==> src/rtl/fpu_issue_pkg.sv <==
// Shared FPU definitions: opcode constants, issue FSM state encoding and
// response error codes.
package fpu_issue_pkg;

  // Floating-point opcodes handled by the FPU (JVM encodings)
  localparam logic [7:0] OP_FADD  = 8'h62;
  localparam logic [7:0] OP_DADD  = 8'h63;
  localparam logic [7:0] OP_FSUB  = 8'h66;
  localparam logic [7:0] OP_DSUB  = 8'h67;
  localparam logic [7:0] OP_FMUL  = 8'h6A;
  localparam logic [7:0] OP_DMUL  = 8'h6B;
  localparam logic [7:0] OP_FDIV  = 8'h6E;
  localparam logic [7:0] OP_DDIV  = 8'h6F;
  localparam logic [7:0] OP_FREM  = 8'h72;
  localparam logic [7:0] OP_DREM  = 8'h73;
  localparam logic [7:0] OP_I2F   = 8'h86;
  localparam logic [7:0] OP_I2D   = 8'h87;
  localparam logic [7:0] OP_L2F   = 8'h89;
  localparam logic [7:0] OP_L2D   = 8'h8A;
  localparam logic [7:0] OP_F2I   = 8'h8B;
  localparam logic [7:0] OP_F2L   = 8'h8C;
  localparam logic [7:0] OP_F2D   = 8'h8D;
  localparam logic [7:0] OP_D2I   = 8'h8E;
  localparam logic [7:0] OP_D2L   = 8'h8F;
  localparam logic [7:0] OP_D2F   = 8'h90;
  localparam logic [7:0] OP_FCMPL = 8'h95;
  localparam logic [7:0] OP_FCMPG = 8'h96;
  localparam logic [7:0] OP_DCMPL = 8'h97;
  localparam logic [7:0] OP_DCMPG = 8'h98;

  // Issue FSM states
  typedef enum logic [2:0] {
    ST_IDLE = 3'd0,
    ST_OPR1 = 3'd1,
    ST_OPR2 = 3'd2,
    ST_EXEC = 3'd3,
    ST_OUT2 = 3'd4
  } fpu_state_e;

  // Response error codes
  localparam logic [1:0] ERR_OK      = 2'd0;
  localparam logic [1:0] ERR_BAD_OP  = 2'd1;
  localparam logic [1:0] ERR_BUSY    = 2'd2;
  localparam logic [1:0] ERR_TIMEOUT = 2'd3;

endpackage

==> src/rtl/fpu_op_class.sv <==
// Opcode classifier: legal FP opcode, two operand beats, two result words.
module fpu_op_class
  import fpu_issue_pkg::*;
(
  input  logic [7:0] op,
  output logic       op_valid,
  output logic       two_beat,
  output logic       two_word
);

  // Decode the opcode into its operand/result shape
  always_comb begin
    op_valid = 1'b0;
    two_beat = 1'b0;
    two_word = 1'b0;
    case (op)
      OP_DADD, OP_DSUB, OP_DMUL, OP_DDIV, OP_DREM: begin
        op_valid = 1'b1;
        two_beat = 1'b1;
        two_word = 1'b1;
      end
      OP_DCMPL, OP_DCMPG: begin
        op_valid = 1'b1;
        two_beat = 1'b1;
      end
      OP_D2L, OP_L2D, OP_F2D, OP_F2L, OP_I2D: begin
        op_valid = 1'b1;
        two_word = 1'b1;
      end
      OP_FADD, OP_FSUB, OP_FMUL, OP_FDIV, OP_FREM, OP_I2F, OP_L2F,
      OP_F2I, OP_D2I, OP_D2F, OP_FCMPL, OP_FCMPG: begin
        op_valid = 1'b1;
      end
      default: begin
        op_valid = 1'b0;
      end
    endcase
  end

endmodule

==> src/rtl/fpu_issue.sv <==
// FPU issue unit: accepts an FP request from the IU, streams its operand
// words to the FPU, waits for the result and returns it with a status code.
//
// Handshake: a request transfers on a rising pj_clk edge where req_valid
// and req_ready are both high; req_op/req_w* must be stable while
// req_valid is high. req_ready is high only in IDLE with no hold or kill.
// rsp_valid is a one-cycle pulse with no back-pressure.
module fpu_issue
  import fpu_issue_pkg::*;
#(
  parameter int MAX_BSY_LENGTH = 64
) (
  input  logic        pj_clk,
  input  logic        pj_reset,
  input  logic        req_valid,
  output logic        req_ready,
  input  logic [7:0]  req_op,
  input  logic [31:0] req_w0,
  input  logic [31:0] req_w1,
  input  logic [31:0] req_w2,
  input  logic [31:0] req_w3,
  input  logic        iu_hold,
  input  logic        iu_kill,
  output logic [7:0]  fpop,
  output logic        fpop_valid,
  output logic [31:0] fpain,
  output logic [31:0] fpbin,
  output logic        fphold,
  output logic        fpkill,
  input  logic [31:0] fpout,
  input  logic        fpbusyn,
  output logic        rsp_valid,
  output logic [31:0] rsp_data0,
  output logic [31:0] rsp_data1,
  output logic [1:0]  rsp_err,
  output logic [2:0]  dbg_state
);

  localparam int CW = $clog2(MAX_BSY_LENGTH + 1);
  localparam logic [CW-1:0] BSY_LAST = CW'(MAX_BSY_LENGTH - 1);

  fpu_state_e  state_q, state_d;
  logic [31:0] w0_q, w1_q, w2_q, w3_q;
  logic        two_beat_q, two_word_q, first_exec_q;
  logic [1:0]  err_q;
  logic [CW-1:0] bsy_cnt_q;

  logic cls_valid, cls_two_beat, cls_two_word;
  logic accept, busy_viol_opr2, busy_viol_exec, exec_done, out2_done, timeout;
  logic [1:0] err_cur;

  fpu_op_class u_op_class (
    .op       (req_op),
    .op_valid (cls_valid),
    .two_beat (cls_two_beat),
    .two_word (cls_two_word)
  );

  assign fphold    = iu_hold;
  assign fpkill    = iu_kill;
  assign dbg_state = state_q;

  // Event decode shared by the FSM and the datapath; kill masks everything
  always_comb begin
    accept         = (state_q == ST_IDLE) && req_valid && req_ready;
    busy_viol_opr2 = (state_q == ST_OPR2) && !iu_kill && !iu_hold && fpbusyn;
    busy_viol_exec = (state_q == ST_EXEC) && !iu_kill && first_exec_q &&
                     !two_beat_q && fpbusyn;
    exec_done      = (state_q == ST_EXEC) && !iu_kill && !iu_hold && fpbusyn;
    timeout        = (state_q == ST_EXEC) && !iu_kill && !fpbusyn &&
                     (bsy_cnt_q == BSY_LAST);
    out2_done      = (state_q == ST_OUT2) && !iu_kill && !iu_hold;
    err_cur        = busy_viol_exec ? ERR_BUSY : err_q;
  end

  // State register
  always_ff @(posedge pj_clk or posedge pj_reset) begin
    if (pj_reset) state_q <= ST_IDLE;
    else          state_q <= state_d;
  end

  // Next-state logic
  always_comb begin
    state_d = state_q;
    case (state_q)
      ST_IDLE: if (accept && cls_valid) state_d = ST_OPR1;
      ST_OPR1: begin
        if (iu_kill)       state_d = ST_IDLE;
        else if (!iu_hold) state_d = two_beat_q ? ST_OPR2 : ST_EXEC;
      end
      ST_OPR2: begin
        if (iu_kill)       state_d = ST_IDLE;
        else if (!iu_hold) state_d = ST_EXEC;
      end
      ST_EXEC: begin
        if (iu_kill || timeout) state_d = ST_IDLE;
        else if (exec_done)     state_d = two_word_q ? ST_OUT2 : ST_IDLE;
      end
      ST_OUT2: begin
        if (iu_kill || !iu_hold) state_d = ST_IDLE;
      end
      default: state_d = ST_IDLE;
    endcase
  end

  // FSM outputs: request acceptance, FPU opcode and operand buses
  always_comb begin
    req_ready  = (state_q == ST_IDLE) && !iu_hold && !iu_kill;
    fpop_valid = (state_q == ST_IDLE) && req_valid && req_ready && cls_valid;
    fpop       = fpop_valid ? req_op : 8'h00;
    fpain      = 32'h0;
    fpbin      = 32'h0;
    case (state_q)
      ST_OPR1: begin fpain = w0_q; fpbin = w1_q; end
      ST_OPR2: begin fpain = w2_q; fpbin = w3_q; end
      default: begin fpain = 32'h0; fpbin = 32'h0; end
    endcase
  end

  // Operand capture, protocol/timeout tracking and result registers
  always_ff @(posedge pj_clk or posedge pj_reset) begin
    if (pj_reset) begin
      w0_q         <= '0;
      w1_q         <= '0;
      w2_q         <= '0;
      w3_q         <= '0;
      two_beat_q   <= 1'b0;
      two_word_q   <= 1'b0;
      first_exec_q <= 1'b0;
      err_q        <= ERR_OK;
      bsy_cnt_q    <= '0;
      rsp_valid    <= 1'b0;
      rsp_data0    <= '0;
      rsp_data1    <= '0;
      rsp_err      <= ERR_OK;
    end else begin
      rsp_valid    <= 1'b0;
      first_exec_q <= (state_d == ST_EXEC) && (state_q != ST_EXEC);
      if (accept) begin
        if (cls_valid) begin
          w0_q       <= req_w0;
          w1_q       <= req_w1;
          w2_q       <= req_w2;
          w3_q       <= req_w3;
          two_beat_q <= cls_two_beat;
          two_word_q <= cls_two_word;
          err_q      <= ERR_OK;
          bsy_cnt_q  <= '0;
        end else begin
          rsp_valid <= 1'b1;
          rsp_err   <= ERR_BAD_OP;
        end
      end
      if (busy_viol_opr2 || busy_viol_exec) err_q <= ERR_BUSY;
      if ((state_q == ST_EXEC) && !iu_kill && !fpbusyn) bsy_cnt_q <= bsy_cnt_q + CW'(1);
      if (exec_done) begin
        rsp_data0 <= fpout;
        if (!two_word_q) begin
          rsp_data1 <= 32'h0;
          rsp_valid <= 1'b1;
          rsp_err   <= err_cur;
        end
      end
      if (out2_done) begin
        rsp_data1 <= fpout;
        rsp_valid <= 1'b1;
        rsp_err   <= err_q;
      end
      if (timeout) begin
        rsp_valid <= 1'b1;
        rsp_err   <= ERR_TIMEOUT;
      end
    end
  end

endmodule

==> config.mk <==
export PLATFORM = sky130hd
export DESIGN_NAME = fpu_issue
export DESIGN_NICKNAME = d
export VERILOG_FILES = /design/src/rtl/fpu_issue_pkg.sv /design/src/rtl/fpu_op_class.sv /design/src/rtl/fpu_issue.sv
export SDC_FILE = /design/constraint.sdc
export NUM_CORES = 1
export LEC_CHECK = 0
export ABC_CLOCK_PERIOD_IN_PS = 10700
export CORE_MARGIN = 5
export CORE_UTILIZATION = 46
export CTS_CLUSTER_DIAMETER = 60
export DETAILED_ROUTE_END_ITERATION = 12
export PLACE_DENSITY = 0.83
export SETUP_SLACK_MARGIN = 0.2
export SLEW_MARGIN = 20
export SYNTH_ARGS = -nofsm -noshare
export SYNTH_HDL_FRONTEND = slang
export SYNTH_SLANG_ARGS = --single-unit
==> constraint.sdc <==
create_clock -name pj_clk -period 10.7 [get_ports pj_clk]
set_input_delay 2.675 -clock pj_clk [delete_from_list [all_inputs] [get_ports pj_clk]]
set_output_delay 2.675 -clock pj_clk [all_outputs]
set_load 0.01 [all_outputs]
# Yosys cells after proc, flatten, opt, wreduce, memory -nomap -nowiden
# Cells that the tools add are included.
classes:
  n_addsub: 1
  multipliers: 0
  div: 0
  n_lt_le_gt_ge: 0
  eq_ne: 32
  shift: 0
  muxes: 39
  bitwise: 0
  reduce_logical: 39
ops:
  columns: ["cell", "n"]
  rows:
  - ["32-bit case mux with 2 select lines", 2]
  - ["8-bit == test (second input constant)", 14]
  - ["32-bit two-way mux", 3]
  - ["8-bit by 7-bit == test with 1-bit output (second input constant)", 10]
  - ["3-bit two-way mux", 9]
  - ["24-bit OR reduction", 1]
  - ["7-bit two-way mux", 3]
  - ["2-bit two-way mux", 10]
  - ["1-bit logical AND", 19]
  - ["3-bit case mux with 5 select lines", 1]
  - ["1-bit two-way mux", 10]
  - ["2-bit nonzero test", 5]
  - ["10-bit OR reduction", 1]
  - ["3-bit by 2-bit == test with 1-bit output (second input constant)", 3]
  - ["8-bit two-way mux", 1]
  - ["2-bit AND reduction", 4]
  - ["7-bit by 1-bit adder with 7-bit output (second input constant)", 1]
  - ["7-bit by 6-bit == test with 1-bit output (second input constant)", 1]
  - ["7-bit OR reduction", 1]
  - ["1-bit logical NOT", 4]
  - ["3-bit by 1-bit == test with 1-bit output (second input constant)", 1]
  - ["3-bit == test (second input constant)", 1]
  - ["3-bit logical NOT", 1]
  - ["1-bit logical OR", 3]
  - ["other kinds (2)", 2]
word_totals:
  reg_bits: 210
  latchBits: 0
  ramBits: 0
  mem_bits_ro: 0
  input_bits: 174
  output_inout_bits: 146
  elab_cells: 125
  n_memories: 0

# Longest topological paths before layout
# Gate-level depths: netlist of the first run.
depth:
  ltp_word: 10
  mapped_depth: 8
  mapped_depth_nobuf: 6

# Hierarchy
# A second synthesis of the first run with hierarchy kept.
hier_totals:
  cells_unflattened: 957
  area_unflattened_um2: 8932.3
by_module_without_submodules:
  columns: ["module", "n_inst", "cells_each", "area_per_inst_um2", "seq_area_each_um2"]
  rows:
  - ["fpu_issue", 1, 930, 8733.4, 5230.0]
  - ["fpu_op_class", 1, 27, 198.9, 0.0]

# Worst setup path before layout of the first run
# OpenSTA, ideal clock, no wires.
synth_timing:
  path_kind: "input to output"
  start: "input port req_op[1]"
  end: "output port fpop[4]"
  t_arrival_ns: 4.067
  t_required_ns: 8.025
  setup_slack_ns: 3.958
  path_stages: 8
  n_path_buf: 2
  cell_sequence: "buf_2 -> and4b_1 -> a32o_1 -> a21oi_1 -> a31o_1 -> inv_2 -> buf_2 -> and2_1"
synth_via:
  elab_chain_len: 5
  elab_cells_between_ends: 28
  cone_classes: "24 x eq/ne; 2 x mux; 2 x reduce/logical"
synth_lines:
  columns: ["element", "line", "source"]
  rows:
  - ["from (decl)", "fpu_issue.sv:17", "input logic [7:0] req_op,"]
  - ["8-bit by 7-bit == test with 1-bit output / 8-bit == test (equally long branches)", "fpu_op_class.sv:16", "case (op)"]
  - ["24-bit OR reduction (no source line) *", null, null]
  - ["1-bit two-way mux *", "fpu_op_class.sv:16", null]
  - ["1-bit logical AND *", "fpu_issue.sv:109", "fpop_valid = (state_q == ST_IDLE) && req_valid && req_ready && cls_valid;"]
  - ["named net fpop_valid", "fpu_issue.sv:25", "output logic fpop_valid,"]
  - ["8-bit two-way mux *", "fpu_issue.sv:110", "fpop = fpop_valid ? req_op : 8'h00;"]
  - ["to (decl)", "fpu_issue.sv:24", "output logic [7:0] fpop,"]
# Mark *: on every way through the listed nets, which the timed path passes. The rest lies on a longest branch.

# Final worst setup path of the first run
layout_timing:
  start: "input port req_op[1]"
  end: "output port fpop[1]"
layout_via:
  elab_chain_len: 5
  elab_cells_between_ends: 28
  cone_classes: "24 x eq/ne; 2 x mux; 2 x reduce/logical"
layout_lines:
  columns: ["element", "line"]
  rows:
  - ["8-bit by 7-bit == test with 1-bit output / 8-bit == test (equally long branches)", "fpu_op_class.sv:16"]
  - ["24-bit OR reduction (no source line)", null]
  - ["1-bit two-way mux", "fpu_op_class.sv:16"]
  - ["1-bit logical AND", "fpu_issue.sv:109"]
  - ["8-bit two-way mux *", "fpu_issue.sv:110"]
# Mark *: on every way between the ends. The rest lies on a longest branch, timed or not.

==> metrics.txt, run 1 <==
# TYPE chip_impl_metric gauge
chip_impl_info{name="run_status",value="finished, final reports clean"} 1
chip_impl_metric{name="totalNegativeSetupSlack",unit="ns"} 0
chip_impl_metric{name="timing.critical_path.slowest_cell_delay",unit="ns"} 0.66
chip_impl_metric{name="die-area",unit="sq mm"} 0.0229
chip_impl_info{name="setup_crit_start_kind",value="primary input"} 1
chip_impl_metric{name="cts-resized-gates",unit=""} 0
chip_impl_metric{name="wl_met2",unit="mm"} 11.6
chip_impl_metric{name="hold_viol_final",unit=""} 0
chip_impl_metric{name="routedWlPerCell",unit="microns"} 20.7
chip_impl_metric{name="timing.critical_path.fanout_max",unit=""} 52
chip_impl_metric{name="cts_hold_buffers",unit=""} 0
chip_impl_metric{name="grt_first_pass_wirelength",unit="mm"} 38.7
chip_impl_metric{name="place.gp.congestion",unit=""} 0.834
chip_impl_metric{name="drt_pass1_iterations",unit=""} 4
chip_impl_info{name="tritoncts",value="built"} 1
chip_impl_metric{name="switching_share",unit="%"} 21.8
chip_impl_metric{name="met3WireLength",unit="mm"} 3.00
chip_impl_metric{name="synth_sequential_area_ratio",unit="%"} 57.0
chip_impl_metric{name="p_per_area",unit="mW/mm^2"} 160
chip_impl_metric{name="post-route-util",unit="%"} 69.0
chip_impl_info{name="topRoutingLayerUsed",value="met5"} 1
chip_impl_info{name="timing.rr.start",value="dbg_state[2]"} 1
chip_impl_metric{name="finalCritPeriodShare",unit="%"} 79.8
chip_impl_metric{name="first_global_vias",unit=""} 6902
chip_impl_metric{name="p_int",unit="uW"} 1690
chip_impl_info{name="hold_path_class",value="reg2reg"} 1
chip_impl_metric{name="routed-via-count",unit=""} 6576
chip_impl_metric{name="buffer_ports.inserted",unit=""} 319
chip_impl_metric{name="worst_setup_hold_path_clk_slew",unit="ns"} 0.05
chip_impl_metric{name="timing.critical_path.arrival",unit="ns"} 5.86
chip_impl_metric{name="core_area",unit="sq mm"} 0.0195
chip_impl_metric{name="placement_rows",unit=""} 51
chip_impl_info{name="hold_path_end",value="w0_q[1]"} 1
chip_impl_metric{name="worst_hold_margin",unit="ns"} 0.482
chip_impl_metric{name="ctsLongestPathBuffers",unit=""} 3
chip_impl_metric{name="placedInstanceArea",unit="sq mm"} 0.0125
chip_impl_metric{name="detail_route.iter0.violations",unit=""} 286
chip_impl_metric{name="detail_route.wirelength",unit="mm"} 25.3
chip_impl_metric{name="cp_num_buf_inv",unit=""} 3
chip_impl_metric{name="tightest_slew",unit="ns"} 0.911
chip_impl_info{name="endpoint_kind",value="output port"} 1
chip_impl_metric{name="antenna_violating_nets_post_route",unit=""} 0
chip_impl_info{name="timing_worst_setup_path_type",value="in2out"} 1
chip_impl_metric{name="number_of_max_slew_violations_in_the_final_report",unit=""} 0
chip_impl_metric{name="aggregate_global_routing_overflow",unit=""} 0
chip_impl_metric{name="cp_data_required_time",unit="ns"} 8.03
chip_impl_info{name="grt_setup_unrepaired",value="false"} 1
chip_impl_info{name="r2r_end",value="w1_q[23]"} 1
chip_impl_metric{name="worst-r2r-setup-slack",unit="ns"} 7.61
chip_impl_metric{name="detail_placement_hpwl",unit="mm"} 17.5
chip_impl_metric{name="synth.distinct_cells",unit=""} 54
chip_impl_metric{name="avgSynthCellArea",unit="sq um"} 14.5
chip_impl_metric{name="layout_min_cycle_time",unit="ns"} 8.54
chip_impl_metric{name="drc_errors",unit=""} 0
chip_impl_metric{name="clock_insertion_delay_worst_skew",unit="ns"} 0.51
chip_impl_metric{name="fmax",unit="MHz"} 117
chip_impl_metric{name="number_of_synthesized_flops_with_an_enable_pin",unit=""} 0
chip_impl_metric{name="hold_depth",unit=""} 1
chip_impl_metric{name="netlist_area",unit="sq mm"} 0.00917
chip_impl_metric{name="nets",unit=""} 1113
chip_impl_metric{name="synth_cells",unit=""} 633
chip_impl_metric{name="postCtsSetupRepairBufs",unit=""} 0
chip_impl_metric{name="htree_num_levels",unit=""} 1
chip_impl_metric{name="slew-limit-headroom",unit="%"} 39.2
chip_impl_metric{name="power.static_leakage",unit="uW"} 0.00620
chip_impl_metric{name="start_util",unit="%"} 46.9
chip_impl_info{name="cts.root.buffer_cell",value="sky130_fd_sc_hd__clkbuf_16"} 1
chip_impl_metric{name="synth-seq-cells",unit=""} 209
chip_impl_metric{name="drive_above_1_share",unit="%"} 19.4
chip_impl_metric{name="finalSetupViolations",unit=""} 0
chip_impl_metric{name="synth-async-reset-ratio",unit="%"} 100
chip_impl_metric{name="grt_util_all_layers",unit="%"} 21.5
chip_impl_info{name="min_from",value="w0_q[1]"} 1
chip_impl_metric{name="chipWidth",unit="microns"} 151
chip_impl_info{name="slowest_stage",value="sky130_fd_sc_hd__clkinv_2"} 1
chip_impl_info{name="critPathMostFrequentCell",value="sky130_fd_sc_hd__clkdlybuf4s50_1"} 1
chip_impl_metric{name="seqPwrFrac",unit="%"} 45.0
chip_impl_metric{name="vdd_ir_drop_max",unit="mV"} 0.116
chip_impl_metric{name="netSwitchingPower",unit="uW"} 470
chip_impl_metric{name="worstRegToRegCells",unit=""} 7
chip_impl_metric{name="clock_sinks",unit=""} 209
chip_impl_info{name="cp_cell_sequence",value="clkdlybuf4s50_1 > and4b_1 > a32o_1 > a21oi_1 > a31o_4 > clkinv_2 > and2_1 > clkdlybuf4s50_1"} 1
chip_impl_metric{name="share_clk_of_total_power",unit="%"} 43.0
chip_impl_metric{name="fin_worst_skew",unit="ns"} 0.0197
chip_impl_metric{name="ioPinCount",unit=""} 320
chip_impl_metric{name="die_height",unit="microns"} 151
chip_impl_metric{name="grt_max_degree",unit=""} 145
chip_impl_metric{name="area.growth.synth_to_final",unit="%"} 46.9
chip_impl_metric{name="grt_antenna_before_repair",unit=""} 2
chip_impl_metric{name="numCtsBuffers",unit=""} 24
chip_impl_metric{name="drv_cap",unit=""} 0
chip_impl_info{name="synth_top_flop_cell",value="sky130_fd_sc_hd__dfrtp_1"} 1
chip_impl_metric{name="comb_power_share",unit="%"} 11.9
chip_impl_metric{name="m1WireLength",unit="mm"} 9.89
chip_impl_metric{name="detail_route.vias_per_cell",unit=""} 5.38
chip_impl_metric{name="yosys_warnings",unit=""} 0
chip_impl_metric{name="design_area",unit="sq mm"} 0.0135
chip_impl_metric{name="synth.net_count",unit=""} 808
chip_impl_info{name="timing.critical_path.max_delay_family",value="buffers and inverters"} 1
[cells in the mapped netlist, drive strengths merged (2+ instances only)]
cell type / number / area [sq um]
a21oi: 5 / 25.0
a22o: 96 / 841
a22oi: 2 / 15.0
a31o: 2 / 17.5
a31oi: 3 / 18.8
a32oi: 2 / 17.5
and2: 8 / 50.1
and3: 3 / 18.8
and4b: 2 / 20.0
buf: 30 / 210
clkbuf: 19 / 71.3
dfrtp: 209 / 5230
inv: 9 / 33.8
mux2: 160 / 2050
mux2i: 2 / 20.0
nand2: 6 / 22.5
nand2b: 2 / 12.5
nand3: 7 / 35.0
nand3b: 2 / 15.0
nor2: 15 / 56.3
nor2b: 2 / 12.5
nor3: 7 / 46.3
nor3b: 3 / 22.5
nor4b: 3 / 32.5
o211ai: 2 / 15.0
o21a: 2 / 15.0
o21ai: 9 / 45.0
o21bai: 2 / 15.0
xnor2: 2 / 17.5
[final cells by class]
class                      count  area, sq um
antenna                        1         2.50
inverter                       9         42.5
timing repair buffer         328         3280
tap                          265          332
clock inverter                12          231
fill                        1350         6060
sequential                   209         5230
multi-input combinational    366         3660
clock buffer                  32          691
[power groups by stage]
stage	registers, uW	clock network, uW	logic (uW)
final	971	929	258
after global placement	978	0	250
after detailed placement	981	0	260
after global routing	985	985	280
after CTS	971	948	261
after floorplan	962	0	161
[layer usage]
metal  vias up  GRT usage [%]
met4         2           6.62
met2       314           34.3
met5         -              0
met1      3246           27.1
li1       2969              -
met3        45           8.56
[registers in the layout, summed over array words and instances, names as in the netlist]
| signal | count |
|---|---|
| bsy_cnt_q | 7 |
| w2_q | 32 |
| rsp_err | 2 |
| rsp_data1 | 32 |
| w3_q | 32 |
| w1_q | 32 |
| err_q | 1 |
| rsp_data0 | 32 |
| w0_q | 32 |
| two_beat_q | 1 |
| two_word_q | 1 |
| rsp_valid | 1 |
| first_exec_q | 1 |
| dbg_state | 3 |
[stage by stage]
step	setup WS (ns)	cells	power, uW
finish	2.16	1222	2160
global route	1.91	1222	2250
CTS	2.20	1220	2180
detailed placement	2.20	1176	1240
global placement	2.25	1176	1230
floorplan	2.32	633	1120
[layout by cell type (no fill, tap or decap), types with 3 or more instances in the layout]
cell	count
sky130_fd_sc_hd__clkinv_2	3
sky130_fd_sc_hd__a21oi_1	5
sky130_fd_sc_hd__mux2_2	57
sky130_fd_sc_hd__nor3_1	6
sky130_fd_sc_hd__mux2_1	37
sky130_fd_sc_hd__inv_1	7
sky130_fd_sc_hd__and2_1	8
sky130_fd_sc_hd__mux2_4	66
sky130_fd_sc_hd__a22o_1	96
sky130_fd_sc_hd__a31oi_1	3
sky130_fd_sc_hd__nor2_1	14
sky130_fd_sc_hd__bufinv_16	6
sky130_fd_sc_hd__buf_4	8
sky130_fd_sc_hd__nand3_1	7
sky130_fd_sc_hd__o21ai_0	9
sky130_fd_sc_hd__nand2_1	6
sky130_fd_sc_hd__clkbuf_8	6
sky130_fd_sc_hd__clkbuf_16	24
sky130_fd_sc_hd__dfrtp_1	209
sky130_fd_sc_hd__and3_1	3
sky130_fd_sc_hd__clkdlybuf4s50_1	319
[logic make-up (layout without fill, tap and decap cells)]
family | after synthesis | count (layout) | share of synthesized area [%]
AOI/OAI and AO/OA | 133 | 133 | 12.0
xor gates and xnor gates | 3 | 3 | 0.287
adders and majority gates | 1 | 1 | 0.136
buffers and inverters | 58 | 381 | 3.44
DFF | 209 | 209 | 57.0
muxes | 162 | 162 | 22.6
other | 0 | 1 | 0
and+or+nand+nor | 67 | 67 | 4.48
[worst reg2reg max path, stage by stage (launching register included)]
cell and delay [ns]:
sky130_fd_sc_hd__dfrtp_1 0.52, sky130_fd_sc_hd__or3_4 0.23, sky130_fd_sc_hd__nor3_4 0.04, sky130_fd_sc_hd__nand2_1 0.19, sky130_fd_sc_hd__a31o_4 0.13, sky130_fd_sc_hd__buf_4 0.63, sky130_fd_sc_hd__buf_4 0.79, sky130_fd_sc_hd__mux2_2 0.46
[worst max path at each step]
stage,startpoint,to,slack (ns),depth (start not counted)
3_3_place_gp,iu_kill,fpop[4],2.25,8
3_5_place_dp,req_op[1],fpop[4],2.20,8
2_1_floorplan,pj_reset,bsy_cnt_q[0],2.32,1
6_report,req_op[1],fpop[1],2.16,8
4_1_cts,req_op[1],fpop[4],2.20,8
5_1_grt,req_op[1],fpop[0],1.91,8
Power figures use the tool's default switching activity.
==> run 2: changes to the inputs <==
ABC_CLOCK_PERIOD_IN_PS = 7000   (was 10700)
CORE_UTILIZATION = 41   (was 46)
PLACE_DENSITY = 0.79   (was 0.83)
clock period = 7 ns   (was 10.7 ns; I/O delays follow)
==> metrics.txt, run 2 (synthesis results as in run 1) <==
# TYPE chip_impl_metric gauge
chip_impl_info{name="run_status",value="finished, final reports clean"} 1
chip_impl_metric{name="power.static_leakage",unit="uW"} 0.00613
chip_impl_metric{name="totalNegativeSetupSlack",unit="ns"} 0
chip_impl_metric{name="tightest_slew",unit="ns"} 0.904
chip_impl_metric{name="antenna_violating_nets_post_route",unit=""} 0
chip_impl_info{name="hold_path_class",value="reg2reg"} 1
chip_impl_metric{name="routed-via-count",unit=""} 6553
chip_impl_metric{name="worst_hold_margin",unit="ns"} 0.486
chip_impl_metric{name="htree_num_levels",unit=""} 1
chip_impl_metric{name="routedWlPerCell",unit="microns"} 21.1
chip_impl_metric{name="grt_util_all_layers",unit="%"} 19.6
chip_impl_metric{name="die_height",unit="microns"} 160
chip_impl_metric{name="fmax",unit="MHz"} 164
chip_impl_metric{name="slew-limit-headroom",unit="%"} 39.7
chip_impl_metric{name="worst_setup_hold_path_clk_slew",unit="ns"} 0.06
chip_impl_metric{name="cts-resized-gates",unit=""} 0
chip_impl_metric{name="design_area",unit="sq mm"} 0.0133
chip_impl_metric{name="core_area",unit="sq mm"} 0.0219
chip_impl_info{name="cts.root.buffer_cell",value="sky130_fd_sc_hd__clkbuf_16"} 1
chip_impl_info{name="tritoncts",value="built"} 1
chip_impl_metric{name="detail_route.wirelength",unit="mm"} 26.0
chip_impl_metric{name="clock_insertion_delay_worst_skew",unit="ns"} 0.50
chip_impl_metric{name="ctsLongestPathBuffers",unit=""} 3
chip_impl_metric{name="aggregate_global_routing_overflow",unit=""} 0
chip_impl_metric{name="timing.critical_path.arrival",unit="ns"} 4.33
chip_impl_metric{name="chipWidth",unit="microns"} 160
chip_impl_metric{name="postCtsSetupRepairBufs",unit=""} 0
chip_impl_metric{name="detail_route.vias_per_cell",unit=""} 5.31
chip_impl_metric{name="numCtsBuffers",unit=""} 24
chip_impl_metric{name="finalSetupViolations",unit=""} 0
chip_impl_metric{name="detail_placement_hpwl",unit="mm"} 18.4
chip_impl_metric{name="grt_first_pass_wirelength",unit="mm"} 40.6
chip_impl_metric{name="fin_worst_skew",unit="ns"} 0.0103
chip_impl_metric{name="nets",unit=""} 1116
chip_impl_metric{name="finalCritPeriodShare",unit="%"} 86.9
chip_impl_metric{name="ioPinCount",unit=""} 320
chip_impl_metric{name="cts_hold_buffers",unit=""} 0
chip_impl_metric{name="clock_sinks",unit=""} 209
chip_impl_info{name="grt_setup_unrepaired",value="false"} 1
chip_impl_metric{name="number_of_max_slew_violations_in_the_final_report",unit=""} 0
chip_impl_metric{name="grt_max_degree",unit=""} 109
chip_impl_info{name="setup_crit_start_kind",value="primary input"} 1
chip_impl_metric{name="p_per_area",unit="mW/mm^2"} 232
chip_impl_metric{name="cp_data_required_time",unit="ns"} 5.25
chip_impl_metric{name="timing.critical_path.fanout_max",unit=""} 17
chip_impl_metric{name="detail_route.iter0.violations",unit=""} 270
chip_impl_metric{name="hold_viol_final",unit=""} 0
chip_impl_metric{name="drc_errors",unit=""} 0
chip_impl_metric{name="placedInstanceArea",unit="sq mm"} 0.0126
chip_impl_metric{name="grt_antenna_before_repair",unit=""} 0
chip_impl_metric{name="drv_cap",unit=""} 0
chip_impl_metric{name="first_global_vias",unit=""} 7056
chip_impl_metric{name="drt_pass1_iterations",unit=""} 4
chip_impl_metric{name="area.growth.synth_to_final",unit="%"} 45.4
chip_impl_info{name="most_common_cell_after_layout_fill_and_taps_aside",value="sky130_fd_sc_hd__clkdlybuf4s50_1"} 1
chip_impl_metric{name="vdd_ir_drop_max",unit="mV"} 0.185
chip_impl_metric{name="die-area",unit="sq mm"} 0.0254
chip_impl_metric{name="place.gp.congestion",unit=""} 0.798
chip_impl_metric{name="layout_min_cycle_time",unit="ns"} 6.08
chip_impl_info{name="endpoint_kind",value="output port"} 1
chip_impl_info{name="mostFrequentLayoutCells",value="319 x sky130_fd_sc_hd__clkdlybuf4s50_1, 209 x sky130_fd_sc_hd__dfrtp_1, 96 x sky130_fd_sc_hd__a22o_1, 66 x sky130_fd_sc_hd__mux2_4, 57 x sky130_fd_sc_hd__mux2_2"} 1
chip_impl_metric{name="drive_above_1_share",unit="%"} 19.1
chip_impl_info{name="timing_worst_setup_path_type",value="in2out"} 1
chip_impl_metric{name="start_util",unit="%"} 41.9
chip_impl_metric{name="placement_rows",unit=""} 54
chip_impl_metric{name="buffer_ports.inserted",unit=""} 319
chip_impl_metric{name="final_antenna_diode_count",unit=""} 0
run 2: cell count changes in the layout (fill, tap and decap cells not counted), moves of 2 or more:
cell / before / now
sky130_fd_sc_hd__bufinv_16: 6 / 1
sky130_fd_sc_hd__buf_4: 8 / 11
sky130_fd_sc_hd__clkbuf_8: 6 / 4
sky130_fd_sc_hd__clkinvlp_4: 1 / 3
sky130_fd_sc_hd__inv_6: 2 / 0
run 2: report_power, final:
| part | internal, uW | switching [uW] |
|---|---|---|
| logic | 276 | 121 |
| registers | 1390 | 102 |
| clock network | 726 | 480 |
| total | 2390 | 703 |
run 2: final cells by class:
| cell class | instances | area [sq um] |
|---|---|---|
| timing repair buffer | 331 | 3300 |
| inverter | 9 | 37.5 |
| tap | 280 | 350 |
| clock inverter | 8 | 73.8 |
| clock buffer | 32 | 692 |
| fill | 1692 | 8560 |
| multi-input combinational | 366 | 3650 |
| sequential | 209 | 5230 |
run 2: per-layer routing:
metal	vias up	share of wire [%]	GRT usage, %
met1	3277	41	24.7
met3	38	9.9	7.25
met2	282	47	32.4
met4	0	2.0	4.42
met5	-	0	0
li1	2956	-	-
run 2: metrics by stage:
step	std cells	utilization, %	setup slack (ns)	total power (uW)
floorplan	633	-	2.11	1720
global placement	1195	57.4	1.03	1880
detailed placement	1195	57.4	0.933	1910
CTS	1235	60.9	0.928	3130
global route	1235	60.9	0.751	3230
finish	1235	60.9	0.920	3090
run 2: path summary, 6_finish.rpt:
kind | to | cells past startpoint | from | slack [ns]
max | fpop[5] | 8 | req_op[0] | 0.92
min | w0_q[14] | 1 | w0_q[14] | 0.49
max reg2reg | w1_q[14] | 7 | dbg_state[2] | 3.79
min reg2reg | w0_q[14] | 1 | w0_q[14] | 0.49
max in group asynchronous | w2_q[8] | 3 | pj_reset | 4.18
min in group asynchronous | rsp_data1[6] | 2 | pj_reset | 1.68
run 2: worst max-delay path, cell delays in order:
cell and delay, ns:
sky130_fd_sc_hd__clkdlybuf4s50_1 0.62, sky130_fd_sc_hd__and4b_1 0.31, sky130_fd_sc_hd__o211a_1 0.21, sky130_fd_sc_hd__a41oi_2 0.22, sky130_fd_sc_hd__a31o_4 0.41, sky130_fd_sc_hd__inv_2 0.13, sky130_fd_sc_hd__and2_1 0.18, sky130_fd_sc_hd__clkdlybuf4s50_1 0.48
==> run 3: changes to the inputs <==
CTS_BUF_LIST = sky130_fd_sc_hd__clkbuf_4 sky130_fd_sc_hd__clkbuf_8 sky130_fd_sc_hd__clkbuf_16   (was unset)
==> metrics.txt, run 3 (synthesis results as in run 1) <==
# TYPE chip_impl_metric gauge
chip_impl_metric{name="die-area",unit="sq mm"} 0.0254
chip_impl_metric{name="chipWidth",unit="microns"} 160
chip_impl_metric{name="first_global_vias",unit=""} 7056
chip_impl_metric{name="cp_data_required_time",unit="ns"} 5.25
chip_impl_metric{name="timing.critical_path.arrival",unit="ns"} 4.33
chip_impl_metric{name="worst_setup_hold_path_clk_slew",unit="ns"} 0.06
chip_impl_metric{name="finalCritPeriodShare",unit="%"} 86.8
chip_impl_metric{name="buffer_ports.inserted",unit=""} 319
chip_impl_info{name="endpoint_kind",value="output port"} 1
chip_impl_metric{name="start_util",unit="%"} 41.9
chip_impl_metric{name="cts_hold_buffers",unit=""} 0
chip_impl_metric{name="drv_cap",unit=""} 0
chip_impl_metric{name="p_per_area",unit="mW/mm^2"} 232
chip_impl_metric{name="grt_first_pass_wirelength",unit="mm"} 40.6
chip_impl_metric{name="detail_placement_hpwl",unit="mm"} 18.4
chip_impl_info{name="slowest_stage",value="sky130_fd_sc_hd__clkdlybuf4s50_1"} 1
chip_impl_metric{name="clock_sinks",unit=""} 209
chip_impl_metric{name="antenna_violating_nets_post_route",unit=""} 0
chip_impl_info{name="min_from",value="w0_q[30]"} 1
chip_impl_metric{name="timing.final.ws_setup",unit="ns"} 0.921
chip_impl_info{name="worst_setup_path_startpoint",value="req_op[1]"} 1
chip_impl_metric{name="totalNegativeSetupSlack",unit="ns"} 0
chip_impl_metric{name="grt_util_all_layers",unit="%"} 19.6
chip_impl_metric{name="placement.setup.worst_slack",unit="ns"} 0.933
chip_impl_metric{name="finalSetupViolations",unit=""} 0
chip_impl_info{name="timing.rr.start",value="dbg_state[2]"} 1
chip_impl_info{name="run_status",value="finished, final reports clean"} 1
chip_impl_metric{name="layout_min_cycle_time",unit="ns"} 6.08
chip_impl_info{name="setup_crit_start_kind",value="primary input"} 1
chip_impl_metric{name="htree_num_levels",unit=""} 1
chip_impl_metric{name="timing.critical_path.slowest_cell_delay",unit="ns"} 0.58
chip_impl_metric{name="numCtsBuffers",unit=""} 24
chip_impl_metric{name="die_height",unit="microns"} 160
chip_impl_metric{name="clock_insertion_delay_worst_skew",unit="ns"} 0.50
chip_impl_metric{name="slew-limit-headroom",unit="%"} 39.6
chip_impl_metric{name="fin_worst_skew",unit="ns"} 0.00817
chip_impl_info{name="cp_cell_sequence",value="clkdlybuf4s50_1 > and4b_1 > a32o_1 > a21oi_1 > a31o_4 > inv_2 > and2_1 > clkdlybuf4s50_1"} 1
chip_impl_metric{name="ctsLongestPathBuffers",unit=""} 3
chip_impl_info{name="hold_path_class",value="reg2reg"} 1
chip_impl_metric{name="timing.critical_path.fanout_max",unit=""} 17
chip_impl_metric{name="final_antenna_diode_count",unit=""} 0
chip_impl_metric{name="drc_errors",unit=""} 0
chip_impl_info{name="most_common_cell_after_layout_fill_and_taps_aside",value="sky130_fd_sc_hd__clkdlybuf4s50_1"} 1
chip_impl_metric{name="cts-resized-gates",unit=""} 0
chip_impl_metric{name="routed-via-count",unit=""} 6559
chip_impl_metric{name="aggregate_global_routing_overflow",unit=""} 0
chip_impl_metric{name="detail_route.wirelength",unit="mm"} 26.0
chip_impl_metric{name="grt_antenna_before_repair",unit=""} 0
chip_impl_metric{name="hold_viol_final",unit=""} 0
chip_impl_metric{name="detail_route.iter0.violations",unit=""} 269
chip_impl_metric{name="ioPinCount",unit=""} 320
chip_impl_metric{name="nets",unit=""} 1116
chip_impl_metric{name="drive_above_1_share",unit="%"} 19.4
chip_impl_metric{name="routedWlPerCell",unit="microns"} 21.1
chip_impl_info{name="cts.root.buffer_cell",value="sky130_fd_sc_hd__clkbuf_16"} 1
chip_impl_metric{name="post-route-util",unit="%"} 60.9
chip_impl_metric{name="number_of_max_slew_violations_in_the_final_report",unit=""} 0
chip_impl_metric{name="area.growth.synth_to_final",unit="%"} 45.5
chip_impl_info{name="grt_setup_unrepaired",value="false"} 1
chip_impl_metric{name="placement_rows",unit=""} 54
chip_impl_metric{name="fmax",unit="MHz"} 164
chip_impl_metric{name="core_area",unit="sq mm"} 0.0219
chip_impl_metric{name="place.gp.congestion",unit=""} 0.798
chip_impl_info{name="mostFrequentLayoutCells",value="319 x sky130_fd_sc_hd__clkdlybuf4s50_1, 209 x sky130_fd_sc_hd__dfrtp_1, 96 x sky130_fd_sc_hd__a22o_1, 66 x sky130_fd_sc_hd__mux2_4, 57 x sky130_fd_sc_hd__mux2_2"} 1
chip_impl_metric{name="worst_hold_margin",unit="ns"} 0.486
chip_impl_metric{name="vdd_ir_drop_max",unit="mV"} 0.185
chip_impl_metric{name="detail_route.vias_per_cell",unit=""} 5.31
chip_impl_metric{name="power.static_leakage",unit="uW"} 0.00614
chip_impl_metric{name="drt_pass1_iterations",unit=""} 4
chip_impl_metric{name="postCtsSetupRepairBufs",unit=""} 0
chip_impl_info{name="timing_worst_setup_path_type",value="in2out"} 1
chip_impl_metric{name="grt_max_degree",unit=""} 109
chip_impl_info{name="tritoncts",value="built"} 1
chip_impl_metric{name="tightest_slew",unit="ns"} 0.905
chip_impl_info{name="critPathMostFrequentCell",value="sky130_fd_sc_hd__clkdlybuf4s50_1"} 1
run 3: cell counts in the layout (fill, tap and decap cells not counted):
No cell type changed its count.
run 3: worst paths after layout:
| path | end | slack, ns | depth (start not counted) |
|---|---|---|---|
| worst max-delay path | fpop[5] | 0.92 | 8 |
| worst min-delay path | w0_q[30] | 0.49 | 1 |
| worst max register to register | w1_q[14] | 3.79 | 7 |
| worst min register to register | w0_q[30] | 0.49 | 1 |
| max in group asynchronous | w2_q[8] | 4.18 | 3 |
| min in group asynchronous | rsp_data1[6] | 1.68 | 2 |
run 3: where the power goes:
group	leakage (uW)	internal [uW]	switching, uW	total [uW]
clock network	0.000385	738	479	1220
registers	0.00277	1390	102	1490
logic	0.00299	276	121	397
run 3: per-stage QoR:
stage	total power [uW]	instance area, sq um	cells
6_report	3100	13300	1235
5_1_grt	3250	13300	1235
4_1_cts	3140	13300	1235
3_5_place_dp	1910	12600	1195
3_3_place_gp	1880	12600	1195
2_1_floorplan	1720	9170	633
run 3: critical path: cells and delay by family:
family | cells | cell delay (ns)
AOI/OAI and AO/OA | 3 | 0.87
buffers and inverters | 3 | 1.19
and+or+nand+nor | 2 | 0.50
run 3: layout make-up:
cell class / count / area (sq um)
fill: 1692 / 8550
sequential: 209 / 5230
multi-input combinational: 366 / 3650
timing repair buffer: 331 / 3300
clock buffer: 32 / 703
tap: 280 / 350
clock inverter: 8 / 73.8
inverter: 9 / 37.5
run 3: metal layers:
metal	track usage (%)	part of all wire (%)	routed length, microns
met5	0	0	0
met4	4.42	2.0	510
met3	7.25	9.8	2550
met2	32.4	47	12200
met1	24.7	41	10700
